<file path="config.mk">
export PLATFORM = sky130hd
export DESIGN_NAME = faerie_cu_wide
export DESIGN_NICKNAME = d
export VERILOG_FILES = /design/src/rtl/faerie_cu_pkg.sv /design/src/rtl/faerie_cu_wide_next.sv /design/src/rtl/faerie_cu_wide.sv
export SDC_FILE = /design/constraint.sdc
export NUM_CORES = 1
export LEC_CHECK = 0
export ABC_CLOCK_PERIOD_IN_PS = 1340
export BUFFER_PORTS_ARGS = -buffer_cell sky130_fd_sc_hd__buf_4
export CORE_UTILIZATION = 26
export CTS_CLUSTER_DIAMETER = 150
export CTS_CLUSTER_SIZE = 12
export DETAILED_ROUTE_END_ITERATION = 7
export HOLD_SLACK_MARGIN = 0.03
export SLEW_MARGIN = 20
export SYNTH_ARGS = -nofsm -noshare
export SYNTH_HDL_FRONTEND = slang
export SYNTH_SLANG_ARGS = --single-unit
</file>
<file path="constraint.sdc">
create_clock -name clk -period 1.34 [get_ports clk]
set_input_delay 0.134 -clock clk [delete_from_list [all_inputs] [get_ports clk]]
set_output_delay 0.134 -clock clk [all_outputs]
set_load 0.03 [all_outputs]
</file>
<file path="src/rtl/faerie_cu_pkg.sv">
// Faerie CU shared types: state encoding, opcode fields and decode helpers.
package faerie_cu_pkg;

   typedef enum logic [3:0] {
      IDLE, FETCH, ADDR, PTR, LOAD, ALU, STORE, BRANCH, HALT
   } state_t;

   localparam int MODE_HI = 3;
   localparam int MODE_LO = 2;
   localparam int CLS_HI  = 1;
   localparam int CLS_LO  = 0;
   localparam int CMP_BIT = 0;

   localparam logic [1:0] MODE_ZP  = 2'b00;
   localparam logic [1:0] MODE_PTR = 2'b01;
   localparam logic [1:0] MODE_ABS = 2'b10;
   localparam logic [1:0] MODE_IMM = 2'b11;

   localparam logic [1:0] CLS_ALU    = 2'b00;
   localparam logic [1:0] CLS_STORE  = 2'b10;
   localparam logic [1:0] CLS_BRANCH = 2'b11;

   function automatic logic [1:0] mode_of(input logic [3:0] op);
      return op[MODE_HI:MODE_LO];
   endfunction

   function automatic logic [1:0] cls_of(input logic [3:0] op);
      return op[CLS_HI:CLS_LO];
   endfunction

   // Stores and branches have no immediate form.
   function automatic logic is_illegal(input logic [3:0] op);
      return mode_of(op) == MODE_IMM &&
             (cls_of(op) == CLS_STORE || cls_of(op) == CLS_BRANCH);
   endfunction

   function automatic state_t exec_of(input logic [3:0] op);
      state_t s;
      if (op[CLS_HI] == CLS_ALU[CLS_HI]) s = LOAD;
      else if (cls_of(op) == CLS_STORE) s = STORE;
      else s = BRANCH;
      return s;
   endfunction

endpackage

</file>
<file path="src/rtl/faerie_cu_wide_next.sv">
// Faerie CU next-state logic: fetch, address, pointer and exec sequencing.
import faerie_cu_pkg::*;

module faerie_cu_wide_next #(
   parameter int ADDR_BYTES = 2,
   parameter int HALT_EN    = 1,
   localparam int IW = (ADDR_BYTES > 1) ? $clog2(ADDR_BYTES) : 1
) (
   input  state_t          state,
   input  logic [IW-1:0]   idx,
   input  logic [3:0]      insn,
   input  logic [3:0]      rdata,
   input  logic            mem_ready,
   input  logic            halt,
   output state_t          state_nxt,
   output logic [IW-1:0]   idx_nxt
);

   localparam logic [IW-1:0] LAST = IW'(ADDR_BYTES - 1);

   state_t bnd;

   assign bnd = (HALT_EN != 0 && halt) ? HALT : FETCH;

   always_comb begin
      state_nxt = state;
      idx_nxt   = idx;
      unique case (state)
         IDLE: state_nxt = FETCH;
         FETCH: if (mem_ready) begin
            idx_nxt = '0;
            if (is_illegal(rdata)) state_nxt = bnd;
            else if (mode_of(rdata) == MODE_IMM) state_nxt = exec_of(rdata);
            else state_nxt = ADDR;
         end
         ADDR: if (mem_ready) begin
            if (mode_of(insn) == MODE_ABS && idx != LAST) begin
               idx_nxt = idx + 1'b1;
            end else if (mode_of(insn) == MODE_PTR) begin
               state_nxt = PTR;
               idx_nxt   = LAST;
            end else begin
               state_nxt = exec_of(insn);
               idx_nxt   = '0;
            end
         end
         // Pointer bytes walk downward so AL is overwritten last.
         PTR: if (mem_ready) begin
            if (idx != '0) idx_nxt = idx - 1'b1;
            else state_nxt = exec_of(insn);
         end
         LOAD:   if (mem_ready) state_nxt = ALU;
         STORE:  if (mem_ready) state_nxt = bnd;
         ALU:    state_nxt = bnd;
         BRANCH: state_nxt = bnd;
         HALT:   if (!halt) state_nxt = FETCH;
         default: state_nxt = IDLE;
      endcase
   end

endmodule

</file>
<file path="src/rtl/faerie_cu_wide.sv">
// Faerie second-generation control unit: ready-stalled memory sequencing,
// halt at instruction boundaries and illegal-encoding detection.
import faerie_cu_pkg::*;

module faerie_cu_wide #(
   parameter int ADDR_BYTES = 2,
   parameter int HALT_EN    = 1
) (
   input  logic                  clk,
   input  logic                  rst,
   input  logic [7:0]            rdata,
   input  logic                  mem_ready,
   input  logic                  halt,
   output logic                  re,
   output logic                  we,
   output logic                  pc_addr,
   output logic                  zp_addr,
   output logic                  pc_inc,
   output logic [ADDR_BYTES-1:0] ar_we,
   output logic                  inc_al,
   output logic                  reset_b,
   output logic                  set_fr,
   output logic                  set_a,
   output logic                  branch,
   output logic                  illegal,
   output logic                  halted
);

   localparam int IW = (ADDR_BYTES > 1) ? $clog2(ADDR_BYTES) : 1;
   localparam logic [ADDR_BYTES-1:0] ONE = ADDR_BYTES'(1);

   state_t          state, state_nxt;
   logic [IW-1:0]   idx, idx_nxt;
   logic [7:0]      insn;
   logic [1:0]      mode;
   logic            unused_hi;

   assign mode      = mode_of(insn[3:0]);
   assign unused_hi = ^insn[7:4];

   faerie_cu_wide_next #(
      .ADDR_BYTES (ADDR_BYTES),
      .HALT_EN    (HALT_EN)
   ) u_next (
      .state     (state),
      .idx       (idx),
      .insn      (insn[3:0]),
      .rdata     (rdata[3:0]),
      .mem_ready (mem_ready),
      .halt      (halt),
      .state_nxt (state_nxt),
      .idx_nxt   (idx_nxt)
   );

   always_ff @(posedge clk or posedge rst) begin
      if (rst) begin
         state <= IDLE;
         idx   <= '0;
         insn  <= '0;
      end else begin
         state <= state_nxt;
         idx   <= idx_nxt;
         if (state == FETCH && mem_ready) insn <= rdata;
      end
   end

   always_comb begin
      re      = 1'b0;
      we      = 1'b0;
      pc_addr = 1'b0;
      zp_addr = 1'b0;
      pc_inc  = 1'b0;
      ar_we   = '0;
      inc_al  = 1'b0;
      reset_b = 1'b0;
      set_fr  = 1'b0;
      set_a   = 1'b0;
      branch  = 1'b0;
      illegal = 1'b0;
      halted  = 1'b0;
      unique case (state)
         FETCH: begin
            re      = 1'b1;
            pc_addr = 1'b1;
            reset_b = 1'b1;
            pc_inc  = mem_ready;
            illegal = mem_ready && is_illegal(rdata[3:0]);
         end
         ADDR: begin
            re      = 1'b1;
            pc_addr = 1'b1;
            pc_inc  = mem_ready;
            if (mem_ready) ar_we = ONE << idx;
         end
         PTR: begin
            re      = 1'b1;
            zp_addr = 1'b1;
            if (mem_ready) begin
               ar_we  = ONE << idx;
               inc_al = idx != '0;
            end
         end
         LOAD, STORE: begin
            re      = state == LOAD;
            we      = state == STORE;
            pc_addr = mode == MODE_IMM;
            pc_inc  = mode == MODE_IMM && mem_ready;
            zp_addr = mode == MODE_ZP;
         end
         ALU: begin
            set_fr = 1'b1;
            set_a  = !insn[CMP_BIT];
         end
         BRANCH:  branch = 1'b1;
         HALT:    halted = 1'b1;
         default: ;
      endcase
   end

endmodule

</file>
# Word level (Yosys, flattened, before mapping)
# Index checks and enable logic that the tools add are counted.
# Widths: inputs -> output; s select.
# totals
register_bits	9
in_bits	12
out_inout_bits	14
# op_classes
addsub	2
n_eq_ne	23
shifts	1
muxes	39
bitwise_logic	1
reduce_logical	17
# ops
cell	n
$mux 4	12
$pmux 4 s8	1
$mux 1	17
$eq 4x3->1 const B	4
$ne 2x2->1 const B	8
$eq 2x2->1 const B	6
$eq 4x2->1 const B	2
$mux 2	4
$pmux 1 s2	4
$reduce_and 8->1	1
$reduce_or 2->1	4
$logic_and 1x1->1	5
$eq 4x1->1 const B	1
$eq 4x4->1 const B	1
$logic_not 4->1	1
$reduce_and 4->1	1
$pmux 1 s3	1
$reduce_bool 3->1	1
$reduce_or 3->1	1
$eq 2x1->1 const B	1
$logic_not 2->1	1
$shl 1x1->2 const A	1
$add 1x1->1 const B	1
$logic_not 1->1	1
3 further kinds	3

# Longest topological paths before layout
# Gate-level depths: netlist of the first run.
# logic_depth
depth_word	7
ltp_mapped	6

# By module
# Synthesis of the first run repeated with hierarchy kept, for this count alone.
# unflattened
hier_cells	97
hier_area_um2	819.5
# by_module_without_submodules
module	n_inst	cells_per_inst	area_each_um2	seq_area_each_um2
faerie_cu_wide	1	45	480.5	225.2
faerie_cu_wide_next	1	52	339.1	0.0

# Worst setup path after synthesis of the first run
# OpenSTA, ideal clock, no wires.
# synth_timing
path_type	register to output
start	register state[0]
end	output port pc_inc
arrival_time_ns	1.741
slack_ns	-0.535
path_stages_with_launch	6
cell_sequence	dfrtp_1 > buf_6 > nand2b_1 > o22a_1 > nor2_1 > and2_1
# synth_between
elab_chain_len	3
elab_cells_between_ends	7
classes_between	eq/ne (4); mux (1); reduce/logical (2)
# synth_rtl
item	line_no	source
from (decl)	faerie_cu_wide.sv:32	state_t state, state_nxt;
from (signal assigned)	faerie_cu_wide.sv:61	state <= state_nxt;
$eq 4x3->1 (tied with other cells)	faerie_cu_wide.sv:81	unique case (state)
$reduce_or 2->1 (on tied branches)	-	
$pmux 1 s2 (*)	faerie_cu_wide.sv:81	
to (decl)	faerie_cu_wide.sv:18	output logic pc_inc,
# Mark *: on every way between the ends. The rest lies on a longest branch, timed or not.

# Worst setup path after layout of the first run
# Same ends and word-level chain as after synthesis.

==> results of run 1 <==
-- registers in the layout (all words and copies together) (netlist names) --
name	count
insn	4
state	4
idx	1
-- synth_stat cells, types with 2 or more instances --
cell type  instances
o31ai_1            2
nand2b_1           5
and2_1             3
nand3_1            2
a21oi_1            3
buf_2              2
nand2_1           10
o21ai_0            3
nor3_2             2
mux2_4             4
nor3_1             5
dfrtp_1            9
a31o_1             2
nor2_1            19
inv_1              3
-- what timing repair did --
item	in CTS	in global routing
hold buffers	1	0
gates cloned	0	0
setup buffers	7	4
hold endpoints to repair	9	0
gates resized for setup	26	24
setup endpoints to repair	23	23
pin swaps	5	8
-- metal layers --
layer	wire [um]	share of wire	vias up	GRT usage
li1	-	-	422	-
met1	972	0.40	424	0.184
met2	1380	0.57	15	0.301
met3	59	0.024	2	0.0256
met4	6	0.0025	0	0.0536
met5	0	0	-	0
-- worst max-delay path: cells and delay by family (launching register included) --
kind | cells | cell delay [ns]
buffers and inverters | 2 | 0.25
flip-flops | 1 | 0.44
XOR/XNOR | 1 | 0.11
AND/OR/NAND/NOR | 2 | 0.23
AO/OA/AOI/OAI | 1 | 0.21
-- final cells by class --
| type | instances | area, sq um | share of cell area |
|---|---|---|---|
| multi-input combinational | 75 | 661 | 0.454 |
| timing repair buffer | 53 | 490 | 0.337 |
| sequential | 9 | 229 | 0.157 |
| tap | 31 | 38.8 | 0.0266 |
| clock buffer | 4 | 26.3 | 0.0180 |
| inverter | 3 | 11.3 | 0.00773 |
-- power by group through the flow --
stage                     clock [W]  sequential (W)  combinational, W
after floorplan                   0        0.000519           0.00140
after global placement            0        0.000562           0.00201
after detailed placement          0        0.000571           0.00203
after CTS                  0.000220        0.000559           0.00241
after global routing       0.000234        0.000608           0.00289
final                      0.000219        0.000585           0.00272
-- final timing paths --
check / end / startpoint / slack, ns / depth (start not counted)
setup / recovery: pc_inc / state[0] / -0.29 / 6
min in group asynchronous: insn[0] / rst / 0.38 / 3
hold reg to reg: insn[1] / insn[1] / 0.54 / 1
max in group asynchronous: state[2] / rst / 0.68 / 3
hold / removal: insn[0] / rdata[0] / 0.1 / 2
setup reg to reg: state[1] / state[1] / -0.23 / 7
-- per-stage QoR --
step	power (W)	utilization	std cells	cell area [sq um]	hold WS [ns]
after CTS	0.00319	0.483	171	1320	0.0949
final	0.00353	0.533	175	1460	0.0996
after detailed placement	0.00260	0.416	159	1140	0.126
after global placement	0.00257	0.416	159	1140	0.137
after global routing	0.00373	0.533	175	1460	0.103
after floorplan	0.00192	-	91	830	-0.0381
-- logic make-up after synthesis --
group / after synthesis / share of synthesized area
AND/OR/NAND/NOR: 51 / 0.358
AO/OA/AOI/OAI: 18 / 0.179
flip-flops: 9 / 0.302
buffers and inverters: 7 / 0.0536
multiplexers: 5 / 0.0955
XOR/XNOR: 1 / 0.0117
==> results.ini, run 1 <==
[yosys]
netlist_instances = 91
postSynthAreaPerCell_sq_um = 8.21
synth_area_sq_um = 747
synth_top_area_frac = 0.302
synth_edf_count = 0
ys.flop_type = dfrtp_1
synth.distinct_cells = 32
ys_warn_count = 0
ys_seq_area_frac = 0.302
synth_top_cells_by_area = dfrtp_1, nor2_1, mux2_4
yosysTopAreaCell = dfrtp_1
synthArstFlopShare = 1.00
syn-num-nets = 103
synth-seq-cells = 9

[hold_path]
hp-class = in -> reg

[global_route]
grt_start_max_net_pins = 10
grt_pass1_wl_mm = 3.85
antenna_found_initial = 0
grt_use_total = 0.161
grt_overflow_total = 0
grt_pass1_vias = 859

[timing]
slew_headroom = 0.758
setup_violations = 23
final_hold_viol_count = 0
tightest_slew_ns = 0.363
max_freq_mhz = 614
timing.setup.tns_ns = -4.42
clock-skew-final_ns = 0.00299
rsz0062_at_grt = true
final_max_slew_viol_count = 0
min_period_ns = 1.63
post-route-period-util = 1.22
fin_ws_ns = -0.288

[floorplan]
start_util = 0.273
io_pins = 26
fp-row-count = 19
die_h_um = 55.6
coreArea_sq_um = 2730
die-area_sq_um = 3090
dieWidth_um = 55.6

[power_and_ir_drop]
power.share.combinational = 0.772
p_sw_w = 0.00158
p_leak_nw = 0.656
switching_share = 0.448
power_frac_clock = 0.062
internal_power_w = 0.00195
power.density_nw_per_um2 = 2420
p_seq_frac = 0.166
ir_worst_vdd_uv = 1940

[route]
via_per_inst = 4.93
ant_nets = 0
wl_mm = 2.42
drc = 0
dr.pass1.iters = 4
vias = 863
drt_iter0_drc = 11
routedWlPerCell_um = 13.8

[clock_tree]
cts_tree = done
clk_latency_ns = 0.26
clockBufferDepth = 2
cts_inserted_buffers = 3
cts_num_sinks = 9
clkTransAtPathRegs_ns = 0.07
h-tree-depth = 1
cts_root_buffer = clkbuf_4

[worst_setup_path]
path_common_cell = buf_6
slowest_stage = dfrtp_2
worst_path_largest_cell_delay_ns = 0.44
crit_type = reg -> out
cp_data_required_time_ns = 1.21
path_cells = buf_6 > xnor2_1 > o22a_1 > nor2_4 > and2_4 > buf_6
critPathCaptureType = primary output
cp.arrival_ns = 1.49
worstSetupStartpointType = register
cp_max_fo = 4

[cells_and_area]
final_cell_mix = buf_4, buf_6, nand2_1, nor2_4, nor2_1
diodes = 0
layout_commonest_cell = buf_4
syn_to_final_growth_pct = 95.0
fillCellCount = 255
layout-drive-gt1-share = 0.660
nets = 157

[place]
dp_hpwl_mm = 1.67
io_buffer_count = 21
place_ws_ns = -0.105
gp_congestion = 0.753

[status]
status = complete, but fails checks
violations = negative setup slack

[job]
maxCapViolCount = 0

(Power assumes the default switching activity.)
==> run 2: changes to the inputs <==
--- a/config.mk
+++ b/config.mk
@@ -5,9 +5,9 @@
 export SDC_FILE = /design/constraint.sdc
 export NUM_CORES = 1
 export LEC_CHECK = 0
-export ABC_CLOCK_PERIOD_IN_PS = 1340
+export ABC_CLOCK_PERIOD_IN_PS = 1300
 export BUFFER_PORTS_ARGS = -buffer_cell sky130_fd_sc_hd__buf_4
-export CORE_UTILIZATION = 26
+export CORE_UTILIZATION = 34
 export CTS_CLUSTER_DIAMETER = 150
 export CTS_CLUSTER_SIZE = 12
 export DETAILED_ROUTE_END_ITERATION = 7
==> constraint.sdc (replaced) <==
create_clock -name clk -period 1.3 [get_ports clk]
set_input_delay 0.13 -clock clk [delete_from_list [all_inputs] [get_ports clk]]
set_output_delay 0.13 -clock clk [all_outputs]
set_load 0.03 [all_outputs]
==> run 2 against run 1 <==
The run still ends with negative setup slack left. Sequential power grew 9.6%. Flip-flop and latch count is the same. Sequential share of layout area shrank 0.82 points. Register-to-register slack lost 0.05 ns. Die area shrank 23%. Cell area grew 6.1%. Non-clock buffer count grew 6.
==> results.ini, run 2 (synthesized netlist as in run 1, its figures left out) <==
[place]
gp_congestion = 0.762  ; +1.1%
io_buffer_count = 21  ; unchanged
dpl_cell_area_sq_um = 1190  ; +4.7%
dp_hpwl_mm = 1.55  ; -6.9%

[global_route]
grt_pass1_vias = 867  ; +0.93%
grt_start_max_net_pins = 10  ; unchanged
grtUsageMet1 = 0.239  ; +0.0549
grt_util_met2 = 0.398  ; +0.0969
grt_pass1_wl_mm = 3.86  ; +0.18%
top_usage_layer = met2
grt_use_total = 0.211  ; +0.0500
grt_overflow_total = 0  ; unchanged
antenna_found_initial = 0  ; unchanged
grt_use_met3 = 0.0249  ; -0.000659

[worst_setup_path]
worst_path_largest_cell_delay_ns = 0.48  ; +0.04 ns
cp_max_fo = 7  ; +3
worstSetupStartpointType = register
cp_top_family = flip-flops
cp.arrival_ns = 1.52  ; +0.03 ns
cp.depth = 6  ; unchanged
path_cells = buf_6 > nand2b_4 > o22a_1 > nor2_4 > and2_4 > buf_6
cp_data_required_time_ns = 1.17  ; -0.04 ns
critPathCaptureType = primary output
crit_type = reg -> out
worst-path-buf-inv = 2  ; unchanged
reg2regPathDepth = 5  ; -2
path_common_cell = buf_6
slowest_stage = dfrtp_2

[route]
drc = 0  ; unchanged
dr.pass1.iters = 4  ; unchanged
via_per_inst = 4.94  ; +0.13%
vias = 874  ; +1.3%
wl_mm = 2.39  ; -1.2%
drt_iter0_drc = 18  ; +7
ant_nets = 0  ; unchanged
routedWlPerCell_um = 13.5  ; -2.4%

[floorplan]
io_pins = 26  ; unchanged
coreArea_sq_um = 2020  ; -26%
fp-row-count = 16  ; -3
die-area_sq_um = 2390  ; -23%
die_h_um = 48.9  ; -12%
start_util = 0.369  ; +0.0962
dieWidth_um = 48.9  ; -12%

[cells_and_area]
top_regs = insn x4, state x4, idx x1
diodes = 0  ; unchanged
layout-drive-gt1-share = 0.673  ; +0.0136
syn_to_final_growth_pct = 107
fillCellCount = 135  ; -47%
final_area_sq_um = 1550  ; +6.1%
final_cell_mix = buf_4, buf_6, nor2_1, nor2_4, nand2_1
nets = 163  ; +3.8%

[timing]
post-route-period-util = 1.27
rsz0062_at_grt = true
setup_violations = 23  ; unchanged
final_max_slew_viol_count = 0  ; unchanged
slew_headroom = 0.755  ; -0.00255
min_period_ns = 1.65
tightest_slew_ns = 0.367  ; +0.00421 ns
max_freq_mhz = 608
timing.setup.tns_ns = -5.35  ; -0.936 ns
fin_ws_ns = -0.345  ; -0.0571 ns
final_hold_viol_count = 0  ; unchanged
clock-skew-final_ns = 0.000358  ; -0.00263 ns

[clock_tree]
cts_num_sinks = 9  ; unchanged
cts_inserted_buffers = 3  ; unchanged
cts_root_buffer = clkbuf_4
clockBufferDepth = 2  ; unchanged
clkTransAtPathRegs_ns = 0.06  ; about the same
clk_latency_ns = 0.26  ; about the same
h-tree-depth = 1  ; unchanged
cts_tree = done

[power_and_ir_drop]
power.density_nw_per_um2 = 2500  ; +3.1%
power.share.combinational = 0.777  ; +0.005
ir_worst_vdd_uv = 1560  ; -19%
power_frac_clock = 0.057  ; -0.005
internal_power_w = 0.00217  ; +11%
p_sw_w = 0.00169  ; +6.7%
p_leak_nw = 0.702  ; +7.0%
p_seq_frac = 0.166  ; about the same
switching_share = 0.438  ; -0.0106

[status]
status = complete, but fails checks
violations = negative setup slack

[job]
maxCapViolCount = 0  ; unchanged

[hold_path]
whs_path_depth = 2  ; unchanged
hp-class = in -> reg

==> run 2: cell types whose count changed in the layout (fill, tap and decap cells not counted), moves of 2 or more <==
cell | previous run | this run
buf_12 | 0 | 2
buf_6 | 22 | 28
nand2_1 | 9 | 7
nor2_1 | 8 | 10
nor2_2 | 3 | 0
o21ai_0 | 1 | 3
==> run 2: path summary, 6_finish.rpt <==
path,endpoint,startpoint,slack [ns]
setup / recovery,pc_inc,state[2],-0.35
hold / removal,insn[0],rdata[0],0.1
setup reg to reg,state[1],state[0],-0.28
hold reg to reg,insn[1],insn[1],0.54
max in group asynchronous,state[0],rst,0.62
min in group asynchronous,insn[0],rst,0.39
==> run 2: repair_timing <==
item                       in CTS  in global routing
setup endpoints to repair      23                 23
gates cloned                    0                  0
pin swaps                      12                  6
hold endpoints to repair        9                  0
resized for setup              42                  9
hold buffers                    1                  0
buffers inserted               12                  3
==> run 2: layer usage <==
| metal | routed length, um | part of all wire |
|---|---|---|
| met1 | 1030 | 0.43 |
| met2 | 1260 | 0.53 |
| met3 | 63 | 0.026 |
| met4 | 33 | 0.014 |
| met5 | 0 | 0 |
==> run 2: power by group through the flow <==
stage,Clock (W),Combinational (W),Sequential [W]
2_1_floorplan,0,0.00149,0.000539
3_3_place_gp,0,0.00213,0.000607
3_5_place_dp,0,0.00215,0.000618
4_1_cts,0.000228,0.00279,0.000636
5_1_grt,0.000249,0.00319,0.000659
6_report,0.000219,0.00300,0.000641
==> run 2: through the flow <==
step / power [W] / utilization / instances / setup slack (ns) / hold slack (ns)
final: 0.00386 / 0.764 / 177 / -0.345 / 0.0957
after detailed placement: 0.00277 / 0.589 / 158 / -0.167 / 0.125
after CTS: 0.00365 / 0.733 / 175 / -0.337 / 0.0879
after global routing: 0.00409 / 0.764 / 177 / -0.395 / 0.0871
after global placement: 0.00274 / 0.589 / 158 / -0.139 / 0.131
after floorplan: 0.00203 / - / 91 / -0.247 / -0.0421
==> run 2: final cells by class <==
| type | instances | area (sq um) | area share |
|---|---|---|---|
| Multi-Input combinational cell | 75 | 668 | 0.432 |
| Timing Repair Buffer | 59 | 576 | 0.372 |
| Sequential cell | 9 | 230 | 0.149 |
| Tap cell | 27 | 33.8 | 0.0219 |
| Clock buffer | 4 | 26.3 | 0.0170 |
| Inverter | 3 | 11.3 | 0.00729 |
